$ cat config.mk
export PLATFORM = sky130hd
export DESIGN_NAME = alu_seq
export DESIGN_NICKNAME = d
export VERILOG_FILES = /design/src/rtl/alu_seq.sv
export SDC_FILE = /design/constraint.sdc
export NUM_CORES = 1
export LEC_CHECK = 0
export BUFFER_PORTS_ARGS = -buffer_cell sky130_fd_sc_hd__clkbuf_2
export CORE_ASPECT_RATIO = 0.5
export CORE_MARGIN = 1.5
export CORE_UTILIZATION = 66
export CTS_CLUSTER_DIAMETER = 50
export CTS_CLUSTER_SIZE = 8
export DETAILED_ROUTE_END_ITERATION = 10
export PLACE_DENSITY = 0.86
export SYNTH_ARGS = -nofsm -noshare
export SYNTH_HDL_FRONTEND = slang
export SYNTH_SLANG_ARGS = --single-unit
$ cat constraint.sdc
create_clock -name clk -period 11.5 [get_ports clk]
set_input_delay 3.45 -clock clk [delete_from_list [all_inputs] [get_ports clk]]
set_output_delay 3.45 -clock clk [all_outputs]
set_load 0.05 [all_outputs]
$ cat src/rtl/alu_seq.sv
// -----------------------------------------------------------------------------
// alu_seq -- registered ALU with valid/ready input handshake.
//
// Single-cycle ops (AND, ADD, SUB, OR, XOR, NAND, NOR) load their result and
// flags on the accept edge, so they issue back to back at one op per cycle.
// MUL is an unsigned shift-add that takes WIDTH iterations. The unit drops
// in_ready for the whole multiply, which stalls the issuer.
//
// Parameters:
//   WIDTH      operand/result width, 4..32
//
// Ports:
//   clk        system clock, rising edge
//   rst        asynchronous reset, active low
//   in_valid   operands/opcode presented this cycle
//   in_ready   unit can accept (high iff FSM is IDLE)
//   A, B       operands (unsigned; A/B msb used as sign for overflow only)
//   opcode     000 AND, 001 ADD, 010 MUL, 011 SUB, 100 OR, 101 XOR,
//              110 NAND, 111 NOR
//   result     result (MUL: low half of the product)
//   result_hi  MUL high half; 0 for all other ops
//   carry_out  ADD carry / SUB borrow; 0 otherwise
//   overflow   signed overflow (ADD/SUB); MUL: result_hi != 0; 0 for logic
//   zero       result (and result_hi) all zero
//   out_valid  one-cycle pulse: outputs updated this cycle
// -----------------------------------------------------------------------------
module alu_seq #(
  parameter int WIDTH = 8
) (
  input  logic             clk,
  input  logic             rst,
  input  logic             in_valid,
  output logic             in_ready,
  input  logic [WIDTH-1:0] A,
  input  logic [WIDTH-1:0] B,
  input  logic [2:0]       opcode,
  output logic [WIDTH-1:0] result,
  output logic [WIDTH-1:0] result_hi,
  output logic             carry_out,
  output logic             overflow,
  output logic             zero,
  output logic             out_valid
);

  localparam logic [2:0] OP_AND  = 3'b000;
  localparam logic [2:0] OP_ADD  = 3'b001;
  localparam logic [2:0] OP_MUL  = 3'b010;
  localparam logic [2:0] OP_SUB  = 3'b011;
  localparam logic [2:0] OP_OR   = 3'b100;
  localparam logic [2:0] OP_XOR  = 3'b101;
  localparam logic [2:0] OP_NAND = 3'b110;
  localparam logic [2:0] OP_NOR  = 3'b111;

  // Iteration counter only needs to reach WIDTH-1.
  localparam int CW = $clog2(WIDTH);

  typedef enum logic [0:0] {
    IDLE     = 1'b0,
    MUL_BUSY = 1'b1
  } state_t;

  state_t state_reg;
  state_t state_next;

  logic [2*WIDTH-1:0] mcand_reg;
  logic [2*WIDTH-1:0] acc_reg;
  logic [WIDTH-1:0]   mplier_reg;
  logic [CW-1:0]      cnt_reg;

  logic               accept;
  logic               last_iter;
  logic [2*WIDTH-1:0] partial;
  logic [2*WIDTH-1:0] acc_sum;

  logic [WIDTH:0]     add_sum;
  logic [WIDTH:0]     sub_diff;
  logic [WIDTH-1:0]   alu_res;
  logic               alu_carry;
  logic               alu_ovf;

  assign in_ready  = (state_reg == IDLE);
  assign accept    = in_valid && in_ready;
  assign last_iter = (state_reg == MUL_BUSY) && (cnt_reg == CW'(WIDTH - 1));

  // One shift-add step. On the final step acc_sum is the finished product,
  // so the outputs are loaded straight from it on the same edge.
  assign partial = mplier_reg[cnt_reg] ? (mcand_reg << cnt_reg) : '0;
  assign acc_sum = acc_reg + partial;

  // Both computed WIDTH+1 wide. The top bit is the carry for ADD. For SUB
  // it is the borrow, which is set exactly when A < B (unsigned).
  assign add_sum  = {1'b0, A} + {1'b0, B};
  assign sub_diff = {1'b0, A} - {1'b0, B};

  // Single-cycle datapath
  always_comb begin
    alu_res   = '0;
    alu_carry = 1'b0;
    alu_ovf   = 1'b0;
    case (opcode)
      OP_AND:  alu_res = A & B;
      OP_ADD: begin
        alu_res   = add_sum[WIDTH-1:0];
        alu_carry = add_sum[WIDTH];
        alu_ovf   = (A[WIDTH-1] == B[WIDTH-1]) &&
                    (add_sum[WIDTH-1] != A[WIDTH-1]);
      end
      OP_SUB: begin
        alu_res   = sub_diff[WIDTH-1:0];
        alu_carry = sub_diff[WIDTH];
        alu_ovf   = (A[WIDTH-1] != B[WIDTH-1]) &&
                    (sub_diff[WIDTH-1] != A[WIDTH-1]);
      end
      OP_OR:   alu_res = A | B;
      OP_XOR:  alu_res = A ^ B;
      OP_NAND: alu_res = ~(A & B);
      OP_NOR:  alu_res = ~(A | B);
      default: alu_res = '0;  // MUL takes the multi-cycle path instead
    endcase
  end

  // FSM state register
  always_ff @(posedge clk or negedge rst) begin
    if (!rst) begin
      state_reg <= IDLE;
    end else begin
      state_reg <= state_next;
    end
  end

  // FSM next-state logic
  always_comb begin
    state_next = state_reg;
    case (state_reg)
      IDLE: begin
        if (accept && (opcode == OP_MUL)) begin
          state_next = MUL_BUSY;
        end
      end
      MUL_BUSY: begin
        if (last_iter) begin
          state_next = IDLE;
        end
      end
      default: state_next = IDLE;
    endcase
  end

  // Multiplier operands, accumulator and iteration counter
  always_ff @(posedge clk or negedge rst) begin
    if (!rst) begin
      mcand_reg  <= '0;
      mplier_reg <= '0;
      acc_reg    <= '0;
      cnt_reg    <= '0;
    end else if (accept && (opcode == OP_MUL)) begin
      mcand_reg  <= {{WIDTH{1'b0}}, A};
      mplier_reg <= B;
      acc_reg    <= '0;
      cnt_reg    <= '0;
    end else if (state_reg == MUL_BUSY) begin
      acc_reg <= acc_sum;
      cnt_reg <= last_iter ? '0 : cnt_reg + 1'b1;
    end
  end

  // Output registers. They hold their values between operations.
  always_ff @(posedge clk or negedge rst) begin
    if (!rst) begin
      result    <= '0;
      result_hi <= '0;
      carry_out <= 1'b0;
      overflow  <= 1'b0;
      zero      <= 1'b0;
      out_valid <= 1'b0;
    end else begin
      out_valid <= 1'b0;
      if (accept && (opcode != OP_MUL)) begin
        result    <= alu_res;
        result_hi <= '0;
        carry_out <= alu_carry;
        overflow  <= alu_ovf;
        zero      <= (alu_res == '0);
        out_valid <= 1'b1;
      end else if (last_iter) begin
        result    <= acc_sum[WIDTH-1:0];
        result_hi <= acc_sum[2*WIDTH-1:WIDTH];
        carry_out <= 1'b0;
        overflow  <= |acc_sum[2*WIDTH-1:WIDTH];
        zero      <= (acc_sum == '0);
        out_valid <= 1'b1;
      end
    end
  end

endmodule

==> results.json <==
{
  "cts_setup_buffers": 0,
  "syn_avg_cell_area_sq_um": 8.04,
  "viasPerCell": 6.37,
  "critPathLaunchType": "primary input",
  "drc_errors": 0,
  "synth.mux.area_fraction": 0.0714,
  "largest_reg_flops": 16,
  "ys_top_cells_by_area": "dfrtp_1 (30%), ha_1 (11%), nand2_1 (7.1%)",
  "ir_drop_mv": 0.0894,
  "min_to": "mplier_reg[0]",
  "nets": 670,
  "synth_top_area_frac": 0.297,
  "synth_seq_cells": 56,
  "r2r_cells": 13,
  "grt_pass1_wl_um": 19700,
  "cp.arrival_ns": 6.36,
  "portBuffers": 42,
  "seq_area_sq_mm": 0.00140,
  "cts_resized": 0,
  "critical_path.max_stage_delay_ns": 0.47,
  "route.vias.total": 4431,
  "postLayoutCoreUtil": 0.742,
  "p_total_mw": 1.12,
  "worst_path_max_delay_cell": "or4_1",
  "clkLatencyLatePin_ns": 0.29,
  "antenna_found_initial": 0,
  "fin_crit_sh": 0.533,
  "grt_pass1_vias": 4081,
  "hold_class": "flop to flop",
  "grt_max_degree": 57,
  "clock.fmax_mhz": 163,
  "synth_fa_ha_area_frac": 0.122,
  "cts_tree": "built",
  "power_density_mw_per_mm2": 223,
  "finalCriticalPeriod_ns": 6.13,
  "crit_fanout": 3,
  "synthesis.area_sq_mm": 0.00471,
  "synth_common_cells": "nand2_1 (89), dfrtp_1 (56), nor2_1 (51)",
  "dr.pass1.iters": 5,
  "synth.net_count": 652,
  "root_buffer": "clkbuf_16",
  "r2r-start": "cnt_reg[0]",
  "placedInstanceArea_sq_mm": 0.00491,
  "rsz0062_at_grt": "false",
  "antenna_cells": 0,
  "synthCells": 586,
  "slew_headroom": 0.230,
  "maxCapViolCount": 0,
  "final_cells": 696,
  "hpwl_um": 8550,
  "routed_wirelength_um": 11600,
  "worstReg2RegEnd": "overflow",
  "placedCellCount": 689,
  "tightest_slew_ns": 1.15,
  "fin_setup_tns_ns": 0,
  "cts_htree_levels": 2,
  "routabilityCongestion": 0.925,
  "min_from": "mplier_reg[0]",
  "first_iter_violations": 471,
  "ant_nets": 0,
  "wire_per_inst_um": 16.7,
  "core_sq_mm": 0.00681,
  "synth-edff-count": 0,
  "layout-drive-gt1-share": 0.106,
  "hold_depth": 2,
  "synthArstFlopShare": 1.00,
  "synth-xor-area-share": 0.0316,
  "fin_area_sq_mm": 0.00505,
  "synth_top_area_cell": "dfrtp_1",
  "timing_hold_violations_final": 0,
  "yosysSeqAreaShare": 0.297,
  "setup_viol": 0,
  "ys_types": 62,
  "grt_remaining_overflow": 0,
  "yosys.area_share.simple": 0.214,
  "fillCellCount": 550,
  "path_cells": "clkbuf_2 -> inv_1 -> ha_1 -> inv_1 -> fa_1 -> xnor2_1 -> mux4_2 -> a31oi_2 -> nand3_1 -> or4_1 -> a211o_1 -> o31ai_1 -> a21o_1",
  "ctsHoldBuffers": 0,
  "yosysWarnings": 0,
  "numCtsBuffers": 5,
  "yosys_most_used_dff": "dfrtp_1",
  "crit_path_end_kind": "flop",
  "clock-sinks": 56,
  "multi_input_area_sq_mm": 0.00306,
  "p_leak_nw": 2.40,
  "outcome": "completed",
  "track_usage": 0.321,
  "path_class": "primary input to flop",
  "ios": 43,
  "fin_worst_skew_ns": 0.00709,
  "syn2layout_area_growth_pct": 7.17,
  "die_y_um": 62.8,
  "synth_compound_area_frac": 0.210,
  "initial_core_util": 0.693,
  "path_clk_slew_ns": 0.07,
  "yosysMostFrequentCell": "nand2_1",
  "synth_top_family_by_area": "simple AND/OR/NAND/NOR gates",
  "slew_violations": 0,
  "die_x_um": 123,
  "rows": 21,
  "cts_buffer_depth": 2,
  "r2r_slack_ns": 6.92,
  "cp_common_cell": "inv_1",
  "crit_required_ns": 11.74,
  "die_area_sq_mm": 0.00769
}
[critical path, delay by kind of cell]
kind                     cells  cell delay (ns)
multiplexers                 1             0.46
adder cells (fa/ha/maj)      2             0.59
buffers and inverters        3             0.23
AO/OA/AOI/OAI                4             0.90
XOR/XNOR                     1             0.16
AND/OR/NAND/NOR              2             0.57
[cells in the final DEF, fill, tap and decap left out, types with 3 or more instances in the layout]
| master | Yosys | routed |
|---|---|---|
| a2111oi_0 | 4 | 4 |
| a211oi_1 | 6 | 6 |
| a21o_1 | 7 | 7 |
| a21oi_1 | 32 | 32 |
| a22oi_1 | 3 | 3 |
| a31oi_1 | 4 | 4 |
| a32oi_1 | 4 | 4 |
| and2_1 | 3 | 3 |
| and3_1 | 3 | 3 |
| buf_4 | 0 | 3 |
| clkbuf_16 | 0 | 5 |
| clkbuf_2 | 0 | 42 |
| dfrtp_1 | 56 | 56 |
| fa_1 | 3 | 3 |
| ha_1 | 41 | 41 |
| inv_1 | 28 | 28 |
| mux2_2 | 6 | 6 |
| mux2i_1 | 19 | 19 |
| mux4_2 | 3 | 3 |
| nand2_1 | 89 | 89 |
| nand2b_1 | 8 | 8 |
| nand3_1 | 24 | 24 |
| nor2_1 | 51 | 51 |
| nor2b_1 | 12 | 12 |
| nor3_1 | 10 | 10 |
| nor4_1 | 4 | 4 |
| o2111ai_1 | 3 | 3 |
| o21a_1 | 4 | 4 |
| o21ai_0 | 48 | 48 |
| o21ai_1 | 9 | 9 |
| o21bai_1 | 4 | 4 |
| o22ai_1 | 5 | 5 |
| o31ai_1 | 3 | 3 |
| or3_1 | 6 | 6 |
| or4_1 | 3 | 3 |
| xnor2_1 | 11 | 11 |
| xor2_1 | 6 | 6 |
[how the worst max path moves through the flow]
stage,start,to,slack [ns],cells after the start
after CTS,A[0],zero,5.40,13
after floorplan,A[0],zero,5.46,12
after global routing,A[0],zero,5.22,13
after detailed placement,A[0],zero,5.11,13
after global placement,A[0],zero,5.23,13
final,A[0],zero,5.37,13
[metrics by stage]
stage               hold WS (ns)  setup WS (ns)
CTS                        0.490           5.40
finish                     0.488           5.37
global route               0.515           5.22
detailed placement         0.475           5.11
global placement           0.458           5.23
floorplan                  0.445           5.46
[layout make-up]
cell class | instances | area share
Clock inverter | 2 | 0.00248
Sequential cell | 56 | 0.277
Multi-Input combinational cell | 467 | 0.605
Inverter | 29 | 0.0216
Timing Repair Buffer | 45 | 0.0461
Tap cell | 92 | 0.0228
Clock buffer | 5 | 0.0248
[layer usage]
metal  vias to the layer above  share of wire  track usage  wire length, um
met4                         0          0.013       0.0858              156
met1                      2100           0.46        0.466             5300
li1                       2113              -            -                -
met2                       201           0.46        0.504             5310
met3                        17          0.074       0.0456              860
met5                         -              0            0                0
[cells by family after synthesis]
| family | after synthesis |
|---|---|
| DFF | 56 |
| AOI/OAI and AO/OA | 156 |
| muxes | 29 |
| and+or+nand+nor | 221 |
| adders and majority gates | 44 |
| xor gates and xnor gates | 17 |
| buffers and inverters | 63 |
[power by group]
part / total (mW) / internal [mW] / switching (mW)
clock network: 0.148 / 0.0793 / 0.0685
logic: 0.627 / 0.220 / 0.407
registers: 0.350 / 0.273 / 0.0767
Note: power is estimated with default switching activity, not from simulation.
